--- config.mk ---
export PLATFORM = sky130hd
export DESIGN_NAME = decimating_block_accumulator
export DESIGN_NICKNAME = d
export VERILOG_FILES = /design/src/rtl/decimating_block_accumulator.sv
export SDC_FILE = /design/constraint.sdc
export NUM_CORES = 1
export LEC_CHECK = 0
export CORE_AREA = 2 2 83 85
export DETAILED_ROUTE_END_ITERATION = 12
export DIE_AREA = 0 0 85 87
export GPL_TIMING_DRIVEN = 0
export PLACE_DENSITY = 0.78
export RECOVER_POWER = 50
export SLEW_MARGIN = 0
export SYNTH_ARGS = -nofsm -noshare
export SYNTH_HDL_FRONTEND = slang
export SYNTH_SLANG_ARGS = --single-unit
--- constraint.sdc ---
create_clock -name clk -period 2.8 [get_ports clk]
set_input_delay 0.56 -clock clk [delete_from_list [all_inputs] [get_ports clk]]
set_output_delay 0.56 -clock clk [all_outputs]
set_load 0.02 [all_outputs]
--- src/rtl/decimating_block_accumulator.sv ---
// Block-sum decimator: adds 2^L samples (L latched per block) and emits one full-width sum.
// Optional macro DECIM_ACC_FLUSH_EN adds a synchronous flush that discards the partial block.
module decimating_block_accumulator #(
  parameter int WIDTH_IN      = 16,
  parameter int LOG2_N_MAX    = 3,
  parameter int WIDTH_OUT_MAX = WIDTH_IN + LOG2_N_MAX,
  parameter bit IS_SIGNED     = 1'b1
) (
  input  logic                     clk,
  input  logic                     rst_n,
  input  logic                     ena,
`ifdef DECIM_ACC_FLUSH_EN
  input  logic                     flush,
`endif
  input  logic [7:0]               log2_n,
  input  logic [WIDTH_IN-1:0]      din,
  output logic [WIDTH_OUT_MAX-1:0] dout,
  output logic                     dout_valid,
  output logic [7:0]               current_precision
);

  localparam int L_W   = (LOG2_N_MAX > 0) ? $clog2(LOG2_N_MAX + 1) : 1;
  localparam int CNT_W = LOG2_N_MAX + 1;
  localparam int EXT_W = WIDTH_OUT_MAX - WIDTH_IN;

  typedef enum logic {IDLE, ACCUM} state_t;

  function automatic logic signed [WIDTH_OUT_MAX-1:0] extend_in(input logic [WIDTH_IN-1:0] x);
    logic fill;
    fill = IS_SIGNED ? x[WIDTH_IN-1] : 1'b0;
    return {{EXT_W{fill}}, x};
  endfunction

  function automatic logic [L_W-1:0] clamp_log2(input logic [7:0] req);
    if (req > 8'(LOG2_N_MAX)) return L_W'(LOG2_N_MAX);
    return req[L_W-1:0];
  endfunction

  state_t                           state_q, state_d;
  logic signed [WIDTH_OUT_MAX-1:0]  acc_p0, acc_d, sum;
  logic [CNT_W-1:0]                 cnt_p0, cnt_d, blk_len;
  logic [L_W-1:0]                   len_p0, len_d, eff_len;
  logic                             drop, done;

  logic signed [WIDTH_OUT_MAX-1:0]  dout_p1;
  logic [7:0]                       prec_p1;
  logic                             vld_p1;

`ifdef DECIM_ACC_FLUSH_EN
  assign drop = flush;
`else
  assign drop = 1'b0;
`endif

  // The block length is only taken from log2_n when a new block opens.
  always_comb begin
    state_d = state_q;
    acc_d   = acc_p0;
    cnt_d   = cnt_p0;
    len_d   = len_p0;
    done    = 1'b0;
    eff_len = (state_q == IDLE) ? clamp_log2(log2_n) : len_p0;
    blk_len = CNT_W'(1) << eff_len;
    sum     = ((state_q == IDLE) ? '0 : acc_p0) + extend_in(din);
    if (drop) begin
      state_d = IDLE;
      acc_d   = '0;
      cnt_d   = '0;
    end else if (ena) begin
      len_d = eff_len;
      if (cnt_p0 + CNT_W'(1) == blk_len) begin
        done    = 1'b1;
        state_d = IDLE;
        acc_d   = '0;
        cnt_d   = '0;
      end else begin
        state_d = ACCUM;
        acc_d   = sum;
        cnt_d   = cnt_p0 + CNT_W'(1);
      end
    end
  end

  // Stage p0: accumulator, sample counter, latched length
  always_ff @(posedge clk or negedge rst_n) begin
    if (!rst_n) begin
      state_q <= IDLE;
      acc_p0  <= '0;
      cnt_p0  <= '0;
      len_p0  <= '0;
    end else begin
      state_q <= state_d;
      acc_p0  <= acc_d;
      cnt_p0  <= cnt_d;
      len_p0  <= len_d;
    end
  end

  // Stage p1: registered block result, held until the next completion
  always_ff @(posedge clk or negedge rst_n) begin
    if (!rst_n) begin
      dout_p1 <= '0;
      prec_p1 <= 8'(WIDTH_IN);
      vld_p1  <= 1'b0;
    end else begin
      vld_p1 <= done;
      if (done) begin
        dout_p1 <= sum;
        prec_p1 <= 8'(WIDTH_IN) + 8'(eff_len);
      end
    end
  end

  assign dout              = dout_p1;
  assign dout_valid        = vld_p1;
  assign current_precision = prec_p1;

endmodule

# Yosys cells after proc, flatten, opt, wreduce, memory -nomap -nowiden
# Index checks and enable logic that the tools add are counted.
# W data, S select, Z words.
[classes] n_addsub=3 order_cmp=1 n_eq_ne=1 shift=1 mux=10
[ops] op="$mux W19" n=2
[ops] op="$add A19 B19 Y19" n=1
[ops] op="$gt A8 B2 Y1 const B" n=1
[ops] op="$add A5 B2 Y6 const A" n=1
[ops] op="$mux W2" n=3
[ops] op="$add A4 B1 Y4 const B" n=1
[ops] op="$eq A4 B4 Y1" n=1
[ops] op="$mux W1" n=4
[ops] op="$mux W4" n=1
[ops] op="$shl A1 B2 Y4 const A" n=1
[word_totals] register_bits=54 in_bits=27 out_inout_bits=28 word_cells=23

# Depth between registers and ports, before layout
[depth] word_depth=8 mapped_depth=13 depth_no_buf=11

# Worst setup path before layout
# Ideal clock, no wire load.
[synth_path] path_type="reg-to-reg" startpoint="reg state_q" endpoint="reg dout_p1[14], in the netlist dout[14]" setup_ns=0.125 t_arrival_ns=2.551 required_time_ns=2.675 slack_ns=0.124 stages_incl_launch_ff=13 path_buffers=2 synth_period_minus_slack_ns=2.676 cell_sequence="dfrtp_1 clkbuf_1 clkbuf_1 and2_1 ha_1 inv_1 fa_1 nand2b_1 a21oi_1 nor2b_1 o21ai_0 xor2_1 mux2_4"
[synth_via] elab_chain_len=5 word_cells_on_any_way=7 cone_classes="add/sub (1); eq/ne (1); shift (1); mux (4)"
[synth_lines] item="start, declared" line="39" source="state_t state_q, state_d;"
[synth_lines] item="start signal, assigned" line="92" source="state_q <= state_d;"
[synth_lines] item="branches (longest 5 deep; another with $add A19 B19 Y19)"
[synth_lines] item="end signal, assigned" line="108" source="dout_p1 <= sum;"
[synth_lines] item="end, declared" line="45" source="logic signed [WIDTH_OUT_MAX-1:0] dout_p1;"
# Parallel ways; which one is timed is not known.
# A chain may end at the register's enable or synchronous reset.

# Final worst setup path
[layout_path] startpoint="reg state_q" endpoint="reg dout_p1[13], in the netlist dout[13]"
# The elaborated chain is that of the path after synthesis.

==> impl_metrics.csv <==
group,metric,value,unit
outcome,status,"complete, no violations",
synth,synth_edf_count,0,
power,p_leak,1.739,nW
critical_path,worstReg2RegStart,"state_q",
grt,antenna_found_initial,0,
route,ant_nets,0,
floorplanning,die-width,85,um
critical_path,rrSetupSlack,110,ps
grt,grt_use_total,19.50,%
route,top_layer,"met4",
timing,fmax,371.9,MHz
clock_network,clockRootBuffer,"clkbuf_8",
timing,setup_tns,0,ps
power,p_per_area,1022,nW/um2
synth,synth_adder_area_share,8.523,%
finish,diodes,0,
finish,syn2layout_area_growth,27.68,%
route,drt_wl_total,7071,um
clock_network,cts_tree,"done",
finish,mostFrequentLayoutCell,"dfrtp_1",
clock_network,clk_pin_slew,100,ps
clock_network,clock_sinks,48,
finish,seq_area,1202,um2
floorplanning,ioPinCount,55,
clock_network,clock_latency,310,ps
finish,multiInputGateArea,1750,um2
run,cap_viol_max_count,0,
clock_network,cts_buffers,5,
route,met1_length,3312,um
route,wl_met2,3327,um
route,first_iter_violations,140,
synth,synth-simple-area-share,15.60,%
grt,grt_pass1_vias,2401,
synth,yosysWarnings,0,
floorplanning,core-area,6569,um2
timing,worst_slew_pin_slew,745.2,ps
finish,fin_cells,457,
critical_path,rr_worst_depth,12,
floorplanning,fp-row-count,30,
timing,finalHoldViolations,0,
floorplanning,dieArea,7395,um2
finish,nFillCells,577,
synth,synth_xor_area_share,5.213,%
timing,period_share,96.03,%
route,drc,0,
route,dr_wl_met3,271,um
placement,portBuffers,47,
timing,grt_setup_unrepaired,"yes",
synth,avgSynthCellArea,9.600,um2
synth,syn_area,3024,um2
clock_network,clk_path_buf_depth,2,
synth,ys_seq_area_share,39.72,%
placement,gp_congestion,0.8918,
finish,drive_above_1_share,16.18,%
synth,synth_ff_type,"dfrtp_1",
route,avgViaCountPerCell,5.427,
critical_path,critPathLaunchType,"flop",
placement,dp_cells,447,
critical_path,required,3010,ps
finish,final_core_util,58.78,%
floorplanning,die_h,87,um
grt,grt_remaining_overflow,0,
synth,synth_compound_area_share,17.17,%
critical_path,crit_path_max_fanout,10,
clock_network,htree_levels,2,
synth,synth_top_family_by_area,"compound AO/OA/AOI/OAI gates",
timing,fin_crit,2689,ps
power,ir_drop,0.6427,mV
critical_path,crit_path_end,"dout[13]",
finish,fin_nets,423,
critical_path,crit_start,"state_q",
synth,synth_mux_area_share,7.985,%
synth,yosysUniqueCellTypes,52,
placement,dpl.hpwl,5169,um
critical_path,endpoint_kind,"flop",
grt,grt_pass1_wl,11420,um
grt,grt_max_degree,37,
floorplanning,start_util,46.04,%
critical_path,arrival,2890,ps
timing,timing.slew.headroom,50.32,%
critical_path,timing.rr.end,"dout[13]",
synth,syn_inst,315,
worst_hold_path,min_path_type,"in -> async",
synth,synth_seq_cells,48,
route,via_count,2480,
timing,skew,9.791,ps
finish,final_cell_mix,"dfrtp_1, clkdlybuf4s50_1, nand2_1",
route,wl_per_cell,15.47,um
power,design_power_total,3.948,mW
critical_path,worstSetupPathType,"reg -> reg",
timing,finalMaxSlewViolations,0,
timing,setup_viol,0,
route,drt_first_pass_iters,4,
synth,ys_async_sr_fraction,100.0,%
critical path, cell delays in order, from the launching register on:
cell and delay [ps]:
dfrtp_2 420, clkbuf_8 160, clkbuf_8 160, nand2_1 110
inv_1 60, ha_1 260, a21oi_1 230, nand4b_1 220
a21boi_4 110, a41oi_4 320, o21ai_2 90, xnor2_1 150
mux2_2 280
where the power goes:
group	total, mW	switching [mW]	internal (mW)
Sequential	1.16	0.162	1.00
Combinational	2.24	1.21	1.03
Clock	0.539	0.247	0.292
metal layers:
metal | track usage (%) | vias to the layer above
met1 | 25.95 | 1177
met3 | 4.171 | 15
met5 | 0 | -
li1 | - | 1220
met2 | 31.46 | 68
met4 | 7.071 | 0
registers in the layout, indices dropped and copies added (netlist names):
name	flops
acc_p0	19
cnt_p0	4
current_precision	2
dout	19
dout_valid	1
len_p0	2
state_q	1
cell usage after synthesis (all sizes together) (3+ instances only):
master   number  share of area [%]
dfrtp        48                 40
nor3          3               0.50
o2bb2ai       5                1.4
nor2b         5                1.0
xnor2        10                2.9
nor4          3               0.83
o21ai        28                4.8
a21oi        21                3.7
a31oi         3               0.62
clkbuf        8               0.99
nand2        23                2.9
a21o          4               0.99
xor2          8                2.3
and2         17                3.5
buf          10                2.3
mux2         17                7.3
nor2         14                1.7
inv          18                2.2
a22o          4                1.2
nand3        15                2.5
ha           19                7.9
area by class of cell:
type	instances	share of cell area (%)
timing repair buffer	50	12.93
buffer	18	3.111
clock inverter	2	1.005
inverter	18	1.750
multi-input combinational	235	45.33
sequential	48	31.14
tap	80	2.592
clock buffer	6	2.139
stage by stage:
stage	setup WS, ps	instance area, um2	hold WS [ps]
floorplan	123.8	3039	264.4
global placement	-646.6	3610	459.7
detailed placement	-712.5	3625	466.5
CTS	6.511	3794	134.6
global route	-26.62	3861	348.1
finish	111.1	3861	281.9
repair_timing:
action | 4_1_cts | 5_1_grt
pin swaps | 0 | 3
hold buffers | 0 | 0
buffers inserted | 1 | 1
endpoints found under the setup margin | 28 | 16
resized for setup | 13 | 15
cells by family after synthesis:
kind of cell    Yosys count
fa+ha+maj                20
other cells               2
simple gates             91
mux                      19
xor+xnor                 18
buf+inv                  36
compound gates           81
flops                    48
how the worst min path moves through the flow:
stage                  start         to  slack [ps]  cells past startpoint
floorplan              rst_n  acc_p0[0]         260                      0
global placement    dout[10]   dout[10]         460                      2
detailed placement     rst_n    dout[3]         470                      1
CTS                    rst_n    dout[3]         130                      1
global route           rst_n    dout[3]         350                      1
finish                 rst_n    dout[3]         280                      1
No activity file was read; power rests on OpenSTA's default activity.
